`config.mk`:
```
export PLATFORM = sky130hd
export DESIGN_NAME = controlador_execucao
export DESIGN_NICKNAME = d
export VERILOG_FILES = /design/src/rtl/controlador_execucao.sv
export SDC_FILE = /design/constraint.sdc
export NUM_CORES = 1
export LEC_CHECK = 0
export ABC_CLOCK_PERIOD_IN_PS = 1620
export CORE_MARGIN = 2
export CORE_UTILIZATION = 53
export CTS_BUF_LIST = sky130_fd_sc_hd__clkbuf_4
export DETAILED_ROUTE_END_ITERATION = 10
export PLACE_DENSITY_LB_ADDON = 0.1
export SLEW_MARGIN = 20
export SYNTH_ARGS = -nofsm -noshare
export SYNTH_HDL_FRONTEND = slang
export SYNTH_SLANG_ARGS = --single-unit
export TNS_END_PERCENT = 100
```
`constraint.sdc`:
```
create_clock -name clock -period 1.62 [get_ports clock]
set_clock_uncertainty 0.1 [all_clocks]
set_input_delay 0.324 -clock clock [delete_from_list [all_inputs] [get_ports clock]]
set_output_delay 0.324 -clock clock [all_outputs]
set_load 0.01 [all_outputs]
```
`src/rtl/controlador_execucao.sv`:
```
// controlador_execucao: PC/commit gating for run, IN/OUT button stall and HALT,
// with an internal push-button synchroniser and debouncer.
module controlador_execucao #(
  parameter int DEBOUNCE_CYCLES = 500000
) (
  input  logic       clock,
  input  logic       reset_n,
  input  logic [1:0] enable_clock,
  input  logic       halt,
  input  logic       button,
  output logic       pc_enable,
  output logic       commit,
  output logic       out_strobe,
  output logic       waiting,
  output logic       halted
);
  localparam int CW = $clog2(DEBOUNCE_CYCLES);
  localparam logic [CW-1:0] CNT_MAX = CW'(DEBOUNCE_CYCLES - 1);

  typedef enum logic [2:0] {RUN, WAIT_PRESS, COMMIT, WAIT_RELEASE, HALTED} state_t;

  state_t        state_q, state_d;
  logic [1:0]    sync_q;
  logic          deb_q, deb_d, deb_prev_q;
  logic [CW-1:0] cnt_q, cnt_d;
  logic          press_evt, in_run;

  always_ff @(posedge clock or negedge reset_n) begin
    if (!reset_n) begin
      state_q    <= RUN;
      sync_q     <= 2'b11;
      deb_q      <= 1'b1;
      deb_prev_q <= 1'b1;
      cnt_q      <= '0;
    end else begin
      state_q    <= state_d;
      sync_q     <= {sync_q[0], button};
      deb_q      <= deb_d;
      deb_prev_q <= deb_q;
      cnt_q      <= cnt_d;
    end
  end

  always_comb begin
    deb_d = deb_q;
    cnt_d = '0;
    if (sync_q[1] != deb_q) begin
      if (cnt_q == CNT_MAX) deb_d = sync_q[1];
      else cnt_d = cnt_q + 1'b1;
    end
  end

  assign press_evt = deb_prev_q & ~deb_q;

  always_comb begin
    state_d = state_q;
    case (state_q)
      RUN:          state_d = halt ? HALTED : (!enable_clock[0] ? WAIT_PRESS : RUN);
      WAIT_PRESS:   state_d = press_evt ? COMMIT : WAIT_PRESS;
      COMMIT:       state_d = WAIT_RELEASE;
      WAIT_RELEASE: state_d = deb_q ? RUN : WAIT_RELEASE;
      HALTED:       state_d = HALTED;
      default:      state_d = RUN;
    endcase
  end

  // Reset state is RUN, so the RUN-derived outputs are gated to stay low in reset.
  assign in_run     = reset_n & (state_q == RUN) & ~halt;
  assign pc_enable  = (in_run & enable_clock[0]) | (state_q == COMMIT);
  assign out_strobe = in_run & (enable_clock == 2'd2);
  assign commit     = (state_q == COMMIT);
  assign waiting    = (state_q == WAIT_PRESS);
  assign halted     = (state_q == HALTED);
endmodule

```
==> impl_metrics.yaml <==
status:
  status: "complete, but fails checks"
  violations: "negative setup slack"
setup_path:
  crit_type: "flip-flop to output port"
  critPathCaptureType: "output port"
  max_stage_delay_ns: 0.41
  crit_chain: "or2_4 -> nor4_4 -> and3_1 -> buf_2"
  worstPathArrival_ns: 1.47
  cp_num_buf_inv: 1
  crit_family: "simple AND/OR/NAND/NOR gates"
  worst_setup_path_start_kind: "flip-flop"
  crit_required_ns: 1.20
  cp_slowest_cell: "dfrtp_1"
  critPathMaxFanout: 2
floorplanning:
  start_util: 0.573
  die_w_microns: 53.6
  die_area_sq_mm: 0.00288
  num_io_pins: 11
  die_h_microns: 53.6
  core_area_sq_mm: 0.00228
  rows: 17
detailed_routing:
  met3WireLength_microns: 94
  drtPass1Iterations: 4
  dr_wl_met2_microns: 1540
  drc: 0
  viasPerCell: 5.78
  wl_met1_microns: 1200
  maxUsedRoutingLayer: "met4"
  avgRoutedWirePerCell_microns: 15.4
  num_vias: 1092
  drtIter0Drc: 20
  routed_wl_microns: 2920
  postRouteAntennaNets: 0
timing:
  final-setup-viol-count: 24
  relSlewSlack: 0.713
  timing.fmax_ghz: 0.527
  min_period_over_period: 1.17
  rsz0062_at_grt: "true"
  slew_viol_final: 0
  hold_viol_final: 0
  whs_ns: 0.266
  period_needed_ns: 1.90
  worst_slack_ns: -0.278
  worstMarginPinSlew_ns: 0.428
clock_network:
  clockRootBuffer: "clkbuf_4"
  cts_hold_buf: 0
  tritoncts: "built"
  cts_sinks: 26
  cts_buffer_depth: 2
  cts_buffers: 3
  clkSlewWorstSetupHoldPaths_ns: 0.13
  clock_latency_ns: 0.31
  htree_num_levels: 1
power:
  p_leak_nw: 0.727
  p_total_mw: 1.02
  ir_worst_vdd_mv: 0.600
  p_per_area_mw_per_mm2: 583
logic_synthesis:
  syn_avg_cell_area_sq_um: 10.5
  syn_area_sq_mm: 0.00131
  syn-instance-count: 124
  synth_area_leaders: "dfrtp_1, xnor2_1, dfstp_2"
  netlist.top_cell.by_area: "dfrtp_1"
  ys_seq_area_frac: 0.502
  synth_top_area_frac: 0.422
  yosys_warnings: 0
  synth_nets: 131
  synthArstFlopShare: 1.00
  synth_edf_count: 0
  synth_top_flop_cell: "dfrtp_1"
  ys_seq_elements: 26
  synth_cell_types: 33
global_routing:
  overflow: 0
  antenna_found_initial: 0
  grt_pass1_wl_microns: 4780
  grt_max_degree: 18
  grt_pass1_vias: 1088
  grt_usage: 0.236
placed_design:
  gp_congestion: 0.852
  place_ws_ns: -0.689
  port_buffers: 10
  dp_hpwl_microns: 1950
  dpl.cell_count: 181
final_layout:
  drive_gt1_frac: 0.453
  insertedDiodeCount: 0
  fill_cells: 142
  area_delta_synth_final_pct: 34.2
  register_area_sq_um: 658
  final_cell_mix: "buf_4, dfrtp_1, xnor2_1"
  multiInputGateArea_sq_um: 722
  stdcell_count: 189
  finalNetCount: 169
  final_common_cell: "buf_4"
hold_path:
  hold_path.class: "flip-flop to flip-flop"
run:
  maxCapViolCount: 0
==> where the power goes <==
| group | switching (mW) | internal (mW) | leakage [nW] |
|---|---|---|---|
| combinational | 0.0461 | 0.0410 | 0.373 |
| sequential | 0.00607 | 0.660 | 0.338 |
| clock | 0.179 | 0.0902 | 0.0154 |
==> metal layers <==
layer,vias up,track usage
li1,512,-
met1,547,0.266
met2,25,0.438
met3,8,0.0333
met4,0,0.107
met5,-,0
==> cells in the mapped netlist, drive strengths merged, types with 2 or more instances <==
master	count
nand2	2
xnor2	14
dfstp	4
inv	6
nor3	4
dfrtp	22
and3	3
buf	2
nor2	22
or2	2
xor2	2
a21oi	5
nor4	8
nand3	7
nor3b	2
nand4	6
==> timing repair <==
item / in CTS / in global routing
resized for setup: 48 / 14
pin swaps: 20 / 9
endpoints found under the setup margin: 24 / 24
buffers inserted: 3 / 5
==> area by class of cell <==
cell class	count	share of cell area
repair buffers	36	0.164
clock buffers	3	0.0129
flip-flops and latches	26	0.376
clock inverters	1	0.00214
inverters	6	0.0129
well taps	28	0.0200
multi-input cells	89	0.412
==> final timing paths <==
kind | from | endpoint | slack, ns | cells after the start
setup / recovery | state_q[0] | out_strobe | -0.28 | 4
hold / removal | sync_q[0] | sync_q[1] | 0.27 | 0
setup reg to reg | cnt_q[11] | cnt_q[15] | -0.17 | 5
hold reg to reg | sync_q[0] | sync_q[1] | 0.27 | 0
max in group asynchronous | reset_n | deb_prev_q | 0.84 | 2
min in group asynchronous | reset_n | cnt_q[18] | 0.29 | 2
==> state kept, by name (all words and copies together) (netlist names) <==
name,count
deb_q,1
cnt_q,19
deb_prev_q,1
sync_q,2
state_q,3
==> cells by family after synthesis <==
kind of cell | synth area share
mux | 0.0163
xor+xnor | 0.107
flops | 0.502
buf+inv | 0.0441
fa+ha+maj | 0.00959
simple gates | 0.276
compound gates | 0.0441
==> metrics by stage <==
| stage | util | area, sq um | setup TNS [ns] |
|---|---|---|---|
| global route | 0.770 | 1750 | -4.93 |
| global placement | 0.690 | 1570 | -3.78 |
| floorplan | - | 1310 | -1.21 |
| finish | 0.770 | 1750 | -3.61 |
| detailed placement | 0.690 | 1570 | -3.92 |
| CTS | 0.748 | 1700 | -4.76 |
(Power assumes the default switching activity.)
